File: src/rtl/nibble_unpack_fifo.sv
// Width-down FIFO: stores bytes and hands them back as nibbles, two pops per byte.
// Define NIBBLE_MSB_FIRST_EN to emit the high nibble of each byte first.
module nibble_unpack_fifo #(
   parameter int DEPTH  = 8,
   parameter int ADDR_W = 3
) (
   input  logic              clk,
   input  logic              rst,
   input  logic [7:0]        Data_In,
   input  logic              in_valid,
   output logic              in_ready,
   output logic [3:0]        Data_Out,
   output logic              out_valid,
   input  logic              out_ready,
   output logic [ADDR_W:0]   count,
   output logic              full,
   output logic              empty
);

   localparam logic [ADDR_W:0] DEPTH_C = DEPTH[ADDR_W:0];

   logic [7:0]        ram [DEPTH];
   logic [ADDR_W-1:0] wr_ptr_reg, wr_ptr_next;
   logic [ADDR_W-1:0] rd_ptr_reg, rd_ptr_next;
   logic [ADDR_W:0]   count_reg, count_next;
   logic              nib_sel_reg, nib_sel_next;
   logic              wr_en, pop, byte_done;
   logic [7:0]        cur_byte;
   logic [3:0]        first_nib, second_nib;

   assign full      = (count_reg == DEPTH_C);
   assign empty     = (count_reg == '0);
   assign in_ready  = !full;
   assign out_valid = !empty;
   assign count     = count_reg;

   assign wr_en     = in_valid && in_ready;
   assign pop       = out_valid && out_ready;
   assign byte_done = pop && nib_sel_reg;

   assign cur_byte = ram[rd_ptr_reg];

`ifdef NIBBLE_MSB_FIRST_EN
   assign first_nib  = cur_byte[7:4];
   assign second_nib = cur_byte[3:0];
`else
   assign first_nib  = cur_byte[3:0];
   assign second_nib = cur_byte[7:4];
`endif

   // Empty forces zero so stale storage never leaks onto the nibble bus.
   assign Data_Out = empty ? 4'h0 : (nib_sel_reg ? second_nib : first_nib);

   always_comb begin
      wr_ptr_next  = wr_ptr_reg;
      rd_ptr_next  = rd_ptr_reg;
      count_next   = count_reg;
      nib_sel_next = nib_sel_reg;

      if (wr_en)
         wr_ptr_next = wr_ptr_reg + ADDR_W'(1);

      if (pop) begin
         nib_sel_next = !nib_sel_reg;
         if (nib_sel_reg)
            rd_ptr_next = rd_ptr_reg + ADDR_W'(1);
      end

      case ({wr_en, byte_done})
         2'b10:   count_next = count_reg + (ADDR_W+1)'(1);
         2'b01:   count_next = count_reg - (ADDR_W+1)'(1);
         default: count_next = count_reg;
      endcase
   end

   always_ff @(posedge clk or negedge rst) begin
      if (!rst) begin
         wr_ptr_reg  <= '0;
         rd_ptr_reg  <= '0;
         count_reg   <= '0;
         nib_sel_reg <= 1'b0;
      end else begin
         wr_ptr_reg  <= wr_ptr_next;
         rd_ptr_reg  <= rd_ptr_next;
         count_reg   <= count_next;
         nib_sel_reg <= nib_sel_next;
      end
   end

   // Storage is deliberately left unreset.
   always_ff @(posedge clk) begin
      if (wr_en)
         ram[wr_ptr_reg] <= Data_In;
   end

endmodule
File: config.mk
export PLATFORM = sky130hd
export DESIGN_NAME = nibble_unpack_fifo
export DESIGN_NICKNAME = d
export VERILOG_FILES = /design/src/rtl/nibble_unpack_fifo.sv
export SDC_FILE = /design/constraint.sdc
export NUM_CORES = 1
export LEC_CHECK = 0
export CORE_UTILIZATION = 55
export DETAILED_ROUTE_END_ITERATION = 16
export PLACE_DENSITY = 0.76
export SLEW_MARGIN = 20
export SYNTH_ARGS = -nofsm -noshare
export SYNTH_HDL_FRONTEND = slang
export SYNTH_SLANG_ARGS = --single-unit
File: constraint.sdc
create_clock -name clk -period 3.34 [get_ports clk]
set_input_delay 0.501 -clock clk [delete_from_list [all_inputs] [get_ports clk]]
set_output_delay 0.501 -clock clk [all_outputs]
set_load 0.1 [all_outputs]
Yosys cells after proc, flatten, opt, wreduce, memory -nomap -nowiden

Memories as Yosys holds them, arrays and structs flattened.
Cells that the tools add are included.

Output and inout port bits: 12
Bits in registers: 11
Latch bits: 0
Logic and storage cells: 26
Memory bits (writable): 64
ROM bits: 0
Bits of input ports: 12
Memories: 1

Memories:

| name | words | width | rd ports | clocked after memory_dff | wr ports | line | text |
|---|---|---|---|---|---|---|---|
| ram  | 8     | 8     | 1        | 0                        | 1        | 22   | `logic [7:0] ram [DEPTH];` |

Order comparisons: 0
Multiply operators: 0
Shift operators: 0
Add/sub/neg operators: 4
Reductions and logical operators: 9
Bitwise logic cells: 0
Equal/unequal tests: 3
Div/mod/pow operators: 0
Multiplexer cells: 5

Operators by type and width:

| kind                                                               | number |
|---|---|
| 4-bit 2-to-1 mux                                                   | 2 |
| 4-bit one-hot mux with 2 select lines                              | 1 |
| 3-bit by 1-bit adder with 3-bit output, second input constant      | 2 |
| 4-bit by 1-bit adder with 4-bit output, second input constant      | 1 |
| 4-bit == test, second input constant                               | 1 |
| 4-bit logical NOT                                                  | 1 |
| 4-bit by 1-bit subtractor with 4-bit output, second input constant | 1 |
| 1-bit logical AND                                                  | 3 |
| 1-bit logical NOT                                                  | 3 |
| 2-bit by 1-bit == test with 1-bit output, second input constant    | 1 |
| 2-bit == test, second input constant                               | 1 |
| 1-bit 2-to-1 mux                                                   | 2 |
| 2-bit AND reduction                                                | 1 |
| 2-bit nonzero test                                                 | 1 |

Depth between registers and ports, before layout

Gate-level depths: netlist of the first run.

Depth after elaboration: 6
Mapped depth: 10
Gate-level depth less buffers: 9

Least setup slack after synthesis of the first run

Ideal clock, no wire load.

Path kind: register -> register
Start point: reg count_reg[3] (netlist: count[3])
End point: reg count_reg[3] (netlist: count[3])
Arrival: 3.456 ns
Clock period less this slack: 3.571 ns
Setup time: 0.116 ns
Path buffers: 0
Stages on the path, launching flop included: 9
Setup slack: -0.231 ns
Data required time: 3.224 ns
Cell sequence: dfrtp_1 -> or4b_2 -> and2_1 -> inv_1 -> ha_1 -> ha_1 -> a21oi_1 -> o21ai_0 -> o311ai_0

Elaborated cells on any way between the ends: 13
Those cells by class: add/sub (2); eq/ne (3); mux (1); reduce/logical (7)

RTL lines:

| item                                                                        | line | text |
|---|---|---|
| start, declared                                                             | 25   | `logic [ADDR_W:0] count_reg, count_next;` |
| start signal, assigned                                                      | 85   | `count_reg <= count_next;` |
| 4-bit == test (*)                                                           | 31   | `assign full = (count_reg == DEPTH_C);` |
| 1-bit logical NOT (*)                                                       | 33   | `assign in_ready = !full;` |
| named net in_ready                                                          | 11   | `output logic in_ready,` |
| 1-bit logical AND (*)                                                       | 37   | `assign wr_en = in_valid && in_ready;` |
| 2-bit by 1-bit == test with 1-bit output or 2-bit == test (tied branches)   | 69   | `case ({wr_en, byte_done})` |
| 4-bit one-hot mux with 2 select lines or 2-bit nonzero test (tied branches) | n/a  |  |

Mark *: on every way through the listed nets, which the timed path passes. The rest lies on a longest branch.
A chain may end at the register's enable or synchronous reset.

Worst setup path in the final report of the first run

Start point: reg count_reg[2] (netlist: count[2])
End point: reg count_reg[3] (netlist: count[3])

Word-level cells in the longest chain between the ends: 6
Elaborated cells on any way between the ends: 13
Those cells by class: add/sub (2); eq/ne (3); mux (1); reduce/logical (7)

Ends and longest elaborated chain:

| item                                                                        | line | text |
|---|---|---|
| 4-bit logical NOT                                                           | 32   | `assign empty = (count_reg == '0);` |
| 1-bit logical NOT                                                           | 34   | `assign out_valid = !empty;` |
| 1-bit logical AND                                                           | 38   | `assign pop = out_valid && out_ready;` |
| 1-bit logical AND                                                           | 39   | `assign byte_done = pop && nib_sel_reg;` |
| 2-bit by 1-bit == test with 1-bit output or 2-bit == test (tied branches)   | 69   |  |
| 4-bit one-hot mux with 2 select lines or 2-bit nonzero test (tied branches) | n/a  |  |

Parallel ways exist; a longest one is shown, timed or not.

==> results.sh, run 1 <==
export IMPL_rsz0062_at_grt="no"
export IMPL_largest_reg_flops=64
export IMPL_synth_fp_nets=193
export IMPL_fill_cells=355
export IMPL_min_period_ns=2.96
export IMPL_die_x_microns=77.6
export IMPL_path_cells="or4b_2, and2_1, inv_1, ha_1, ha_1, a21oi_1, o21ai_0, o311ai_0"
export IMPL_cts_resized=0
export IMPL_clkTransAtPathRegs_ns=0.07
export IMPL_cp_top_family="simple AND/OR/NAND/NOR gates"
export IMPL_netlist_area_sq_um=3140
export IMPL_num_antenna_cells=0
export IMPL_yosysWarnings=0
export IMPL_post_route_drc_count=0
export IMPL_die_area_sq_um=6010
export IMPL_r2r_cells=8
export IMPL_crit_start="count[2]"
export IMPL_ios=24
export IMPL_arrival_ns=3.16
export IMPL_yosysSeqAreaShare_pct=70.0
export IMPL_r2r_end="count[3]"
export IMPL_critical_path_max_stage_delay_ns=0.72
export IMPL_fp_row_count=27
export IMPL_portBuffers=23
export IMPL_fin_util_pct=66.7
export IMPL_hpwl_microns=3970
export IMPL_path_buf_inv=1
export IMPL_wl_per_cell_microns=20.2
export IMPL_hold_path_class="in2async"
export IMPL_synth_seq_cells=75
export IMPL_core_region_area_sq_um=5510
export IMPL_drive_gt1_share_pct=26.7
export IMPL_syn_inst=175
export IMPL_vias_per_cell=5.78
export IMPL_holdBufCountCts=0
export IMPL_initial_core_util_pct=57.0
export IMPL_drt_initial_drc_count=114
export IMPL_maxSlewViolCount=0
export IMPL_place_gp_congestion=0.747
export IMPL_grtUsageTotal_pct=22.2
export IMPL_cts_buffer_depth=2
export IMPL_grt_overflow=0
export IMPL_ys_types=30
export IMPL_dr_pass1_iters=4
export IMPL_setup_viol=0
export IMPL_crit_type="reg2reg"
export IMPL_layout_commonest_cell="edfxtp_1"
export IMPL_cts_tree="yes"
export IMPL_regToRegStartpoint="count[2]"
export IMPL_outcome="finished clean"
export IMPL_worst_setup_path_start_kind="flop"
export IMPL_finalNetCount=230
export IMPL_cp_slowest_cell="or4b_2"
export IMPL_skew_ns=0.00808
export IMPL_area_growth_pct=17.0
export IMPL_drv_cap=0
export IMPL_syn_area_per_cell_sq_um=17.9
export IMPL_root_buffer="clkbuf_8"
export IMPL_grt_max_degree=14
export IMPL_via_count=1669
export IMPL_critical_path_required_ns=3.55
export IMPL_rrSetupSlack_ns=0.38
export IMPL_final_cell_mix="edfxtp_1 (64), buf_4 (19), mux4_2 (16)"
export IMPL_drt_wl_total_microns=5830
export IMPL_worstMarginPinSlew_ns=0.993
export IMPL_cts_sinks=75
export IMPL_grt_pass1_vias=1778
export IMPL_relSlewSlack_pct=33.6
export IMPL_cts_made_buffers=9
export IMPL_cp_max_fo=8
export IMPL_h_tree_depth=3
export IMPL_fin_crit_sh_pct=88.5
export IMPL_clock_latency_ns=0.33
export IMPL_grt_pass1_wl_microns=9330
export IMPL_postCtsSetupBuffers=0
export IMPL_antenna_left=0
export IMPL_end_kind="flop"
export IMPL_die_h_microns=77.6
export IMPL_clock_fmax_mhz=338
export IMPL_antenna_found_initial=0
export IMPL_hold_viol=0
export IMPL_crit_path_frequent_cell="ha_1"
synth_stat cells (all sizes together):
| cell | number | area, sq um |
|---|---|---|
| or4 | 1 | 11.3 |
| and2 | 1 | 6.26 |
| nor4 | 1 | 6.26 |
| fa | 1 | 20.0 |
| buf | 7 | 58.8 |
| xnor2 | 4 | 35.0 |
| nand2 | 12 | 45.0 |
| or4b | 1 | 10.0 |
| dfrtp | 11 | 275 |
| nor3b | 1 | 7.51 |
| clkbuf | 1 | 3.75 |
| mux4 | 16 | 360 |
| nor3 | 3 | 15.0 |
| and3 | 1 | 11.3 |
| inv | 8 | 30.0 |
| edfxtp | 64 | 1920 |
| nand4b | 1 | 8.76 |
| nand2b | 4 | 25.0 |
| o311ai | 1 | 8.76 |
| or3 | 1 | 6.26 |
| mux2i | 5 | 50.1 |
| nor2 | 6 | 22.5 |
| o21ai | 7 | 35.0 |
| ha | 5 | 62.6 |
| xor2 | 2 | 17.5 |
| mux2 | 5 | 60.1 |
| a21oi | 5 | 25.0 |
cell families after synthesis:
family | share of synthesized area (%)
adder cells (fa/ha/maj) | 2.63
multiplexers | 15.0
AND/OR/NAND/NOR | 5.58
XOR/XNOR | 1.67
AO/OA/AOI/OAI | 2.19
buffers and inverters | 2.95
flip-flops | 70.0
per-layer routing:
| metal | global-route usage [%] | vias up | part of all wire [%] |
|---|---|---|---|
| met4 | 9.81 | 0 | 2.3 |
| met5 | 0 | - | 0 |
| li1 | - | 751 | - |
| met2 | 36.5 | 49 | 52 |
| met3 | 6.12 | 14 | 4.4 |
| met1 | 27.7 | 855 | 41 |
worst max path at each step:
stage,endpoint,slack [ns],depth (start not counted)
after floorplan,Data_Out[1],-0.23,4
after global placement,count[3],0.65,8
after detailed placement,count[3],0.37,8
after CTS,Data_Out[3],0.38,5
after global routing,count[3],0.20,8
final,count[3],0.38,8
final cells by class:
type / instances / area, sq um / area share, %
sequential: 75 / 2200 / 59.9
multi-input combinational: 84 / 853 / 23.2
timing repair buffer: 34 / 293 / 7.97
clock buffer: 10 / 128 / 3.48
tap: 72 / 90.1 / 2.45
clock inverter: 6 / 80.1 / 2.18
inverter: 8 / 30.0 / 0.818
per-stage QoR:
step / cells / hold slack (ns) / setup TNS (ns) / setup slack, ns / area (sq um)
after global routing: 289 / 0.528 / 0 / 0.195 / 3670
after global placement: 273 / 0.511 / 0 / 0.649 / 3460
after floorplan: 175 / 0.205 / -0.865 / -0.228 / 3140
final: 289 / 0.516 / 0 / 0.384 / 3670
after CTS: 289 / 0.511 / 0 / 0.376 / 3670
after detailed placement: 273 / 0.514 / 0 / 0.373 / 3460
Power of run 1 is left out: the tool's default activity adds up to more than one toggle a clock period on the data nets, which glitch-free logic cannot reach.
==> inputs of run 2 (changes only) <==
--- a/config.mk
+++ b/config.mk
@@ -6,6 +6,7 @@
 export NUM_CORES = 1
 export LEC_CHECK = 0
 export CORE_UTILIZATION = 55
+export CTS_CLUSTER_DIAMETER = 40
 export DETAILED_ROUTE_END_ITERATION = 16
 export PLACE_DENSITY = 0.76
 export SLEW_MARGIN = 20
==> results of run 2 <==
No change in the layout: final DEF, timing and power equal those of run 1.
Power of run 2 is left out for the same reason.
==> inputs of run 3 (changes only) <==
--- a/config.mk
+++ b/config.mk
@@ -13,3 +13,4 @@
 export SYNTH_ARGS = -nofsm -noshare
 export SYNTH_HDL_FRONTEND = slang
 export SYNTH_SLANG_ARGS = --single-unit
+export TNS_END_PERCENT = 30
==> results of run 3 <==
No change in the layout: final DEF, timing and power equal those of run 1.
Power of run 3 is left out for the same reason.
